**src/rtl/fsm_serial_pkg.sv**
```systemverilog
// Shared types and constants for the serial line transmitter and its receiver partner.
package fsm_serial_pkg;

  typedef enum logic [2:0] {
    IDLE,
    START,
    DATA,
    PARITY,
    STOP
  } tx_state_t;

  localparam logic START_BIT = 1'b0;
  localparam logic STOP_BIT  = 1'b1;
  localparam int   DATA_BITS = 8;

  function automatic logic frame_parity(input logic [DATA_BITS-1:0] data, input logic odd);
    return (^data) ^ odd;
  endfunction

endpackage

```
**src/rtl/fsm_serial_tx_bit_timer.sv**
```systemverilog
// Bit-period prescaler: bit_tick_o marks the last clock of each serial bit.
module serial_bit_timer
  import fsm_serial_pkg::*;
#(
  parameter int CLKS_PER_BIT = 1
) (
  input  logic clk_i,
  input  logic rst_ni,
  input  logic restart_i,
  output logic bit_tick_o
);

  localparam int               CNT_W    = $clog2(CLKS_PER_BIT) + 1;
  localparam logic [CNT_W-1:0] CNT_LAST = CNT_W'(CLKS_PER_BIT - 1);

  logic [CNT_W-1:0] cnt_q;
  logic [CNT_W-1:0] cnt_d;

  // Restart parks the count at zero so a freshly loaded frame gets a full first bit.
  always_comb begin
    cnt_d = cnt_q + 1'b1;
    if (restart_i || (cnt_q == CNT_LAST)) begin
      cnt_d = '0;
    end
  end

  always_ff @(posedge clk_i or negedge rst_ni) begin
    if (!rst_ni) begin
      cnt_q <= '0;
    end else begin
      cnt_q <= cnt_d;
    end
  end

  assign bit_tick_o = (cnt_q == CNT_LAST);

endmodule

```
**src/rtl/fsm_serial_tx.sv**
```systemverilog
// Serial line transmitter: start bit, 8 data bits LSB first, optional parity, 1-2 stop bits.
// A one-entry holding register lets the next frame start straight after the current stop bit.
module fsm_serial_tx
  import fsm_serial_pkg::*;
#(
  parameter int CLKS_PER_BIT = 1,
  parameter int PARITY_EN    = 0,
  parameter int PARITY_ODD   = 0,
  parameter int STOP_BITS    = 1
) (
  input  logic       clk,
  input  logic       reset_n,
  input  logic [7:0] in_data,
  input  logic       in_valid,
  output logic       in_ready,
  output logic       tx,
  output logic       busy,
  output logic       frame_done
);

  tx_state_t            state_q;
  logic [DATA_BITS-1:0] hold_q;
  logic                 hold_vld_q;
  logic [DATA_BITS-1:0] shift_q;
  logic                 par_q;
  logic [2:0]           bit_idx_q;
  logic                 stop_idx_q;
  logic                 tx_q;
  logic                 done_q;

  logic bit_tick;
  logic accept;
  logic last_stop;
  logic load;
  logic restart;

  assign accept    = in_valid && !hold_vld_q;
  assign last_stop = (stop_idx_q == 1'(STOP_BITS - 1));
  // The shifter is refilled either from idle or on the final clock of the last stop bit.
  assign load      = hold_vld_q &&
                     ((state_q == IDLE) || ((state_q == STOP) && bit_tick && last_stop));
  assign restart   = load || (state_q == IDLE);

  serial_bit_timer #(
    .CLKS_PER_BIT(CLKS_PER_BIT)
  ) u_bit_timer (
    .clk_i     (clk),
    .rst_ni    (reset_n),
    .restart_i (restart),
    .bit_tick_o(bit_tick)
  );

  always_ff @(posedge clk) begin
    if (accept) begin
      hold_q <= in_data;
    end
    if (load) begin
      shift_q <= hold_q;
      par_q   <= frame_parity(hold_q, PARITY_ODD != 0);
    end else if ((state_q == DATA) && bit_tick) begin
      shift_q <= shift_q >> 1;
    end
  end

  // tx and frame_done are registered from the current state, so the line trails the state by one clock.
  always_ff @(posedge clk or negedge reset_n) begin
    if (!reset_n) begin
      state_q    <= IDLE;
      hold_vld_q <= 1'b0;
      bit_idx_q  <= '0;
      stop_idx_q <= 1'b0;
      tx_q       <= STOP_BIT;
      done_q     <= 1'b0;
    end else begin
      done_q <= 1'b0;
      if (accept) begin
        hold_vld_q <= 1'b1;
      end else if (load) begin
        hold_vld_q <= 1'b0;
      end
      case (state_q)
        IDLE: begin
          tx_q <= STOP_BIT;
        end
        START: begin
          tx_q <= START_BIT;
          if (bit_tick) begin
            state_q <= DATA;
          end
        end
        DATA: begin
          tx_q <= shift_q[0];
          if (bit_tick) begin
            if (bit_idx_q == 3'(DATA_BITS - 1)) begin
              bit_idx_q  <= '0;
              stop_idx_q <= 1'b0;
              state_q    <= (PARITY_EN != 0) ? PARITY : STOP;
            end else begin
              bit_idx_q <= bit_idx_q + 3'd1;
            end
          end
        end
        PARITY: begin
          tx_q <= par_q;
          if (bit_tick) begin
            state_q <= STOP;
          end
        end
        STOP: begin
          tx_q <= STOP_BIT;
          if (bit_tick) begin
            if (last_stop) begin
              done_q     <= 1'b1;
              stop_idx_q <= 1'b0;
              state_q    <= IDLE;
            end else begin
              stop_idx_q <= stop_idx_q + 1'b1;
            end
          end
        end
        default: begin
          state_q <= IDLE;
          tx_q    <= STOP_BIT;
        end
      endcase
      if (load) begin
        bit_idx_q  <= '0;
        stop_idx_q <= 1'b0;
        state_q    <= START;
      end
    end
  end

  assign in_ready   = !hold_vld_q;
  assign tx         = tx_q;
  assign busy       = (state_q != IDLE);
  assign frame_done = done_q;

endmodule
```
**config.mk**
```make
export PLATFORM = sky130hd
export DESIGN_NAME = fsm_serial_tx
export DESIGN_NICKNAME = d
export VERILOG_FILES = /design/src/rtl/fsm_serial_pkg.sv /design/src/rtl/fsm_serial_tx_bit_timer.sv /design/src/rtl/fsm_serial_tx.sv
export SDC_FILE = /design/constraint.sdc
export NUM_CORES = 1
export LEC_CHECK = 0
export CAP_MARGIN = 20
export CORE_MARGIN = 8
export CORE_UTILIZATION = 57
export DETAILED_ROUTE_END_ITERATION = 10
export PLACE_DENSITY = 0.82
export SYNTH_ARGS = -nofsm -noshare
export SYNTH_HDL_FRONTEND = slang
export SYNTH_HIERARCHICAL = 1
export SYNTH_SLANG_ARGS = --single-unit
```
**constraint.sdc**
```tcl
create_clock -name clk -period 3 [get_ports clk]
set_input_delay 0.3 -clock clk [delete_from_list [all_inputs] [get_ports clk]]
set_output_delay 0.3 -clock clk [all_outputs]
set_load 0.005 [all_outputs]
```
# After elaboration in Yosys (flattened, before gate mapping)
# Cells that the tools add are included.
[totals]
regBits = 28
inputBits = 11
out_inout_bits = 4
elab_cells = 74
[op_classes]
add_sub_neg = 3
eq_ne = 13
n_mux = 27
bitwise = 2
reduce_logical = 19
[op_table]
columns = ["op", "n"]
rows = [
  ["2-to-1 mux 3 bit", 11],
  ["2-to-1 mux 8 bit", 2],
  ["!= test 3 bit, second input constant", 5],
  ["one-hot mux 3 bit (5 select lines)", 1],
  ["2-to-1 mux 1 bit", 11],
  ["XOR reduction 8 bit", 1],
  ["AND reduction 7 bit", 1],
  ["equality test 3 x 2 -> 1 bit, second input constant", 2],
  ["equality test 3 bit, second input constant", 2],
  ["nonzero test 2 bit", 3],
  ["nonzero test 3 bit", 2],
  ["logical AND 1 bit", 5],
  ["!= test 2 bit, second input constant", 2],
  ["AND reduction 4 bit", 1],
  ["adder 3 x 1 -> 3 bit, second input constant", 1],
  ["equality test 3 x 1 -> 1 bit, second input constant", 1],
  ["zero test 3 bit", 1],
  ["logical OR 1 bit", 3],
  ["!= test 3 x 2 -> 1 bit, second input constant", 1],
  ["one-hot mux 1 bit (3 select lines)", 1],
  ["adder 1 bit, second input constant", 2],
  ["inverter 1 bit", 2],
  ["one-hot mux 1 bit (2 select lines)", 1],
  ["AND reduction 2 bit", 1],
  ["zero test 1 bit", 1],
]

# Depth between registers and ports, before layout
# Gate-level depths: netlist of run 1.
[logic_depth]
depth_word = 8
depth_mapped = 6
mapped_depth_nobuf = 5

# Modules after synthesis
# The synthesis of run 1 kept the hierarchy.
[modules_own_cells]
columns = ["module", "n_inst", "cells_per_inst", "area_each_um2", "seq_area_each_um2"]
rows = [
  ["fsm_serial_tx", 1, 80, 1161.1, 737.0],
  ["serial_bit_timer", 1, 3, 32.5, 25.0],
]

# Worst setup path after synthesis of run 1
# No wires, ideal clock.
[synth_path]
kind = "register to register"
startpoint = "reg state_q[0]"
endpoint = "reg shift_q[0], enable pin"
setup_ns = 0.330
arrival_ns = 1.165
t_required_ns = 2.670
slack_ns = 1.506
path_stages_with_launch = 7
path_buffers = 2
period_less_slack_ns = 1.494
path_cell_list = "dfrtp_1 -> buf_6 -> nor2_2 -> nand3_4 -> inv_4 -> buf_6 -> or2_1"
[synth_via]
elab_chain_cells = 6
elab_cells_between_ends = 9
classes_between = "2 x eq/ne; 7 x reduce/logical"
[synth_lines]
columns = ["item", "line", "text"]
rows = [
  ["start: declaration", "fsm_serial_tx.sv:21", "tx_state_t state_q;"],
  ["start signal: assignment", "fsm_serial_tx.sv:97", "state_q <= (PARITY_EN != 0) ? PARITY : STOP;"],
  ["equality test 3 bit", "fsm_serial_tx.sv:41", "((state_q == IDLE) || ((state_q == STOP) && bit_tick && last_stop));"],
  ["logical AND 1 bit (2 in series)", "fsm_serial_tx.sv:41", ""],
  ["logical OR 1 bit (*)", "fsm_serial_tx.sv:41", ""],
  ["logical AND 1 bit (*)", "fsm_serial_tx.sv:40", "assign load = hold_vld_q &&"],
  ["via load", "fsm_serial_tx.sv:34", "logic load;"],
  ["nonzero test 2 bit (no source line) (*)", "-", ""],
  ["end signal: assignment", "fsm_serial_tx.sv:58", "shift_q <= hold_q;"],
  ["end signal: assignment", "fsm_serial_tx.sv:61", "shift_q <= shift_q >> 1;"],
  ["end: declaration", "fsm_serial_tx.sv:24", "logic [DATA_BITS-1:0] shift_q;"],
]
# Mark *: on every way through the listed nets, which the timed path passes. The rest lies on a longest branch.
# A chain may end at the register's enable or synchronous reset.

# Worst setup path in the final report of run 1
[layout_path]
startpoint = "reg state_q[0]"
endpoint = "out busy"
[layout_via]
elab_chain_cells = 1
[layout_lines]
columns = ["item", "line", "text"]
rows = [
  ["nonzero test 3 bit", "fsm_serial_tx.sv:136", "assign busy = (state_q != IDLE);"],
  ["end: declaration", "fsm_serial_tx.sv:17", "output logic busy,"],
]
# Every way passes these cells.

==> metrics.md, run 1 <==
| Metric | Value |
|---|---|
| Area delta synth->final | 15.04% |
| Fin crit share | between 60% and 70% |
| CP Launch Type | flip-flop |
| DIE WIDTH | approximately 60 um |
| Final min period | 1.959 ns |
| Worst Hold Class | in -> async |
| DR iter-0 viols | 23 |
| PwrDens | about 900 mW/mm^2 |
| Htree depth | 1 |
| Setup Total Neg Slack | 0 ns |
| RSZ-0062 raised after global routing | false |
| Final Util | a little over two thirds |
| CTS Hold Bufs | 0 |
| Final WL | around 1700 um |
| Met1 Use GR | between 10% and 20% |
| Yosys warnings | 6 |
| Aggregate global routing overflow | 0 |
| Final hold violation count | 0 |
| Lkg Pwr | 0.5384 nW |
| Die Ht | 61.69 um |
| Most common cell after layout, fill and taps aside | edfxtp_1 |
| Initial antenna violation count | 0 |
| # diodes | 0 |
| Nets | 112 |
| TritonCTS clock tree | built |
| Met3 Use GR | between 3 and 4% |
| Layout cells sized above 1 | 20.41% |
| Max incr delay on CP | ~0.51 ns |
| Crit end category | output port |
| Vias per inst | 5.224 |
| I/O pins | 15 |
| Critical path fanouts, max | 10 |
| Most frequent cells in the layout | edfxtp_1, clkdlybuf4s50_1, dfrtp_1 |
| Row cnt | 16 |
| CTS buffer count | 3 |
| Max Fclk | roughly 510 MHz |
| Delay-heaviest family, CP | flip-flops |
| Drt pass-1 iters | 4 |
| Hpwl dp | roughly 1300 um |
| DRT antenna net count | 0 |
| Syn avg cell area | between 10 and 15 sq um |
| Buffers & Inverters on Critical Path | 1 |
| Outcome | completed |
| CTS sink cnt | 27 |
| Synth Cell Area | roughly 0.0012 sq mm |
| Rel. slew slack | 56.49% |
| Largest net degree at the start of global routing | 16 |
| Initial Util | 60.65% |
| Worst slew pin tran | approximately 0.65 ns |
| Crit-path cells | or3_1, clkdlybuf4s50_1 |
| Avg WL per Cell | ~14 um |
| Die area | 0.003806 sq mm |
| Post-CTS sizing | 0 |
| Max-cap violations | 0 |
| Final setup vio count | 0 |
| First-pass GRT wire length | about 3000 um |
| Kind of critical path | reg -> out |
| GP Congestion | around 0.78 |
| Syn_nets | 95 |
| Crit path max-delay cell type | dfrtp_1 |
| Worst path required time | 2.70 ns |
| Final clock skew | roughly 0.0018 ns |
| Slew Viols, Final | 0 |
| Number of global-route vias before repair | roughly 720 |
| Max clock buf depth | 2 |
| Port Buffers | 14 |
| Syn Inst Count | slightly above 80 |
| VDD IR-drop max | slightly above 600 uV |
| Core ar. | 0.001962 sq mm |
| GRT busiest layer | met2 |
| Worst skew pair latency | between 0.3 and 0.4 ns |
| Setup crit start | state_q[0] |
| DRC errors left | 0 |
| Routing usage on met2 | between 10% and 20% |
| Overall Power | 1.233 mW |
| R2R Path Start | state_q[0] |
| CP Data Arrival Time | about 1.7 ns |
| Root Buffer Master | clkbuf_4 |
| Vias post-DR | about 650 |
| Total track usage | about 11% |
| Clk slew on worst S/H paths | approximately 0.14 ns |
| Post-CTS setup buffers | 0 |
## metal layers
| layer | share of wire, % | vias to the layer above |
|---|---|---|
| met5 | 0 | - |
| met4 | 1.0 | 0 |
| met3 | 6.1 | 2 |
| met2 | 50 | 20 |
| met1 | 43 | 312 |
| li1 | - | 319 |
## through the flow
step	worst slack, ns	cell area, sq um	hold WS, ns	std cells
final	1.041	1369	0.2809	125
after global placement	1.307	1341	0.5141	121
after global routing	0.9770	1369	0.2980	125
after floorplan	1.515	1190	0.004409	82
after CTS	1.026	1369	0.2830	125
after detailed placement	1.275	1341	0.5299	121
## report_power, final
group | switching, mW | internal (mW)
combinational | 0.185 | 0.233
clock | 0.0992 | 0.0498
sequential | 0.0917 | 0.574
total | 0.376 | 0.857
## layout make-up
type	count	area (sq um)
multi-input cells	49	387.9
repair buffers	14	140.1
flip-flops and latches	27	762.0
clock inverters	1	5.005
inverters	4	17.52
well taps	27	33.78
clock buffers	3	22.52
fillers	155	593.1
## worst paths after layout
| kind | end | slack (ns) | depth (start not counted) |
|---|---|---|---|
| setup / recovery | busy | 1.04 | 2 |
| hold / removal | bit_idx_q[2] | 0.28 | 1 |
| setup reg to reg | shift_q[4] | 1.35 | 4 |
| hold reg to reg | bit_idx_q[2] | 0.56 | 2 |
| max in group asynchronous | tx | 2.38 | 1 |
| min in group clk | hold_q[2] | 0.53 | 1 |
## sequential cells by signal, indices dropped and copies added (netlist names)
signal / flops
u_bit_timer/cnt_q: 1
bit_idx_q: 3
hold_vld_q: 1
frame_done: 1
hold_q: 8
tx: 1
shift_q: 8
par_q: 1
state_q: 3
No activity file was read; power rests on OpenSTA's default activity.
==> run 2, diff against run 1 <==
--- a/config.mk
+++ b/config.mk
@@ -7,9 +7,9 @@
 export LEC_CHECK = 0
 export CAP_MARGIN = 20
 export CORE_MARGIN = 8
-export CORE_UTILIZATION = 57
+export CORE_UTILIZATION = 53
 export DETAILED_ROUTE_END_ITERATION = 10
-export PLACE_DENSITY = 0.82
+export PLACE_DENSITY = 0.77
 export SYNTH_ARGS = -nofsm -noshare
 export SYNTH_HDL_FRONTEND = slang
 export SYNTH_HIERARCHICAL = 1
==> constraint.sdc (replaced) <==
create_clock -name clk -period 1.95 [get_ports clk]
set_input_delay 0.195 -clock clk [delete_from_list [all_inputs] [get_ports clk]]
set_output_delay 0.195 -clock clk [all_outputs]
set_load 0.005 [all_outputs]
==> metrics.md, run 2 (same netlist as run 1, synthesis figures left out) <==
| Metric | Value |
|---|---|
| Worst skew pair latency | 0.32 ns (was 0.31 ns) |
| Post-CTS setup buffers | 0 (unchanged) |
| Fin crit share | 93.43% |
| Layout cells sized above 1 | 21.21% (was 20.41%) |
| Initial Util | 54.84% (was 60.65%) |
| Total track usage | 9.655% (was 10.73%) |
| VDD IR-drop max | 841.3 uV (was 612.2 uV) |
| Largest net degree at the start of global routing | 16 (unchanged) |
| Placed insts | 123 (was 121) |
| CTS buffer count | 3 (unchanged) |
| Placed Instance Area | 0.001350 sq mm (was 0.001341 sq mm) |
| Final non-filler cell area | 0.001378 sq mm (was 0.001369 sq mm) |
| Max-cap violations | 0 (unchanged) |
| Fillers | 171 (was 155) |
| Top Metal Used | met4 (unchanged) |
| Final clock skew | 0.003391 ns (was 0.001782 ns) |
| PwrDens | 1375 mW/mm^2 (was 901.0 mW/mm^2) |
| Final WS setup | 0.1282 ns (was 1.041 ns) |
| Vias per inst | 5.094 (was 5.224) |
| DIE WIDTH | 63.38 um (was 61.69 um) |
| DR iter-0 viols | 7 (was 23) |
| TritonCTS clock tree | built (unchanged) |
| Htree depth | 1 (unchanged) |
| Top Registers | hold_q (8), shift_q (8) (unchanged) |
| Nets | 113 (was 112) |
| CTS sink cnt | 27 (unchanged) |
| Aggregate global routing overflow | 0 (unchanged) |
| Setup Total Neg Slack | 0 ns (unchanged) |
| Post-CTS sizing | 0 (unchanged) |
| Met3 routed WL | 73 um (was 106 um) |
| CP Launch Type | flip-flop (unchanged) |
| Worst Hold Class | in -> async (unchanged) |
| GP Congestion | 0.7846 (was 0.7845) |
| Most common cell after layout, fill and taps aside | edfxtp_1 (unchanged) |
| R2R Setup Slk | 0.39 ns (was 1.35 ns) |
| Avg WL per Cell | 13.50 um (was 13.90 um) |
| Kind of critical path | reg -> out (unchanged) |
| DRT antenna net count | 0 (unchanged) |
| Final min period | between 1.5 and 2 ns |
| Initial antenna violation count | 0 (unchanged) |
| Slew Viols, Final | 0 (unchanged) |
| Most frequent cells in the layout | edfxtp_1, clkdlybuf4s50_1, dfrtp_1 (unchanged) |
| DRC errors left | 0 (unchanged) |
| Row cnt | 17 (was 16) |
| Hpwl dp | 1344 um (was 1342 um) |
| Final hold violation count | 0 (unchanged) |
| Max clock buf depth | 2 (unchanged) |
| CTS Hold Bufs | 0 (unchanged) |
| Die Ht | 63.38 um (was 61.69 um) |
| I/O pins | 15 (unchanged) |
| Clk slew on worst S/H paths | 0.13 ns (was 0.14 ns) |
| Drt pass-1 iters | 2 (was 4) |
| Wire length on met1 | 751 um (was 749 um) |
| First-pass GRT wire length | 3056 um (was 2932 um) |
| Worst path required time | 1.75 ns (was 2.70 ns) |
| Routed wl met2 | 858 um (was 864 um) |
| Critical path fanouts, max | 10 (unchanged) |
| RSZ-0062 raised after global routing | false (unchanged) |
| Crit end category | output port (unchanged) |
| Max Fclk | roughly 550 MHz |
| Final setup vio count | 0 (unchanged) |
| # diodes | 0 (unchanged) |
| CP Data Arrival Time | 1.63 ns (was 1.66 ns) |
| Die area | 0.004017 sq mm (was 0.003806 sq mm) |
| Number of global-route vias before repair | 701 (was 715) |
| Hold Slack | 0.1730 ns (was 0.2809 ns) |
| Core ar. | 0.002170 sq mm (was 0.001962 sq mm) |
| Finished Layout Cells | 127 (was 125) |
| Vias post-DR | 647 (was 653) |
| Root Buffer Master | clkbuf_4 (unchanged) |
| Final WL | 1714 um (was 1738 um) |
| Pre-CTS setup slack | 0.3959 ns (was 1.275 ns) |
| Outcome | completed (unchanged) |
| Port Buffers | 14 (unchanged) |
| Area delta synth->final | 15.77% (was 15.04%) |
| Lkg Pwr | 0.5437 nW (was 0.5384 nW) |
run 2: cell type report:
cell class                 count  area [sq um]  share of cell area (%)
sequential                    27         762.0                   55.31
multi-input combinational     49         387.9                   28.16
timing repair buffer          15         147.6                   10.72
tap                           28         35.03                   2.543
clock buffer                   3         22.52                   1.635
inverter                       4         17.52                   1.272
clock inverter                 1         5.005                  0.3633
run 2: power by group:
part           leakage (nW)  switching [mW]  total [mW]  internal (mW)
Sequential            0.284           0.131        1.01          0.883
Clock                0.0177           0.156       0.232         0.0769
Combinational         0.242           0.282       0.647          0.365
run 2: layer usage:
metal | track usage [%] | vias to the layer above
li1 | - | 317
met1 | 11.62 | 313
met2 | 15.21 | 13
met3 | 3.357 | 4
met4 | 4.178 | 0
met5 | 0 | -
run 2: final timing paths:
| path | cells past startpoint | end | startpoint |
|---|---|---|---|
| min | 1 | frame_done | reset_n |
| min in group clk | 1 | hold_q[4] | in_data[4] |
| min reg2reg | 1 | shift_q[2] | shift_q[3] |
| max in group asynchronous | 1 | tx | reset_n |
| max | 2 | busy | state_q[0] |
| max reg2reg | 4 | shift_q[3] | state_q[0] |
run 2: per-stage QoR:
| stage | power [mW] | util [%] |
|---|---|---|
| after floorplan | 1.523 | - |
| after global placement | 1.660 | 62.23 |
| after detailed placement | 1.689 | 62.23 |
| after CTS | 1.922 | 63.49 |
| after global routing | 2.024 | 63.49 |
| final | 1.894 | 63.49 |
run 2: critical path, cell delays in order (launching register included):
cell and delay [ns]:
dfrtp_1 0.50, or3_1 0.37, clkdlybuf4s50_1 0.45
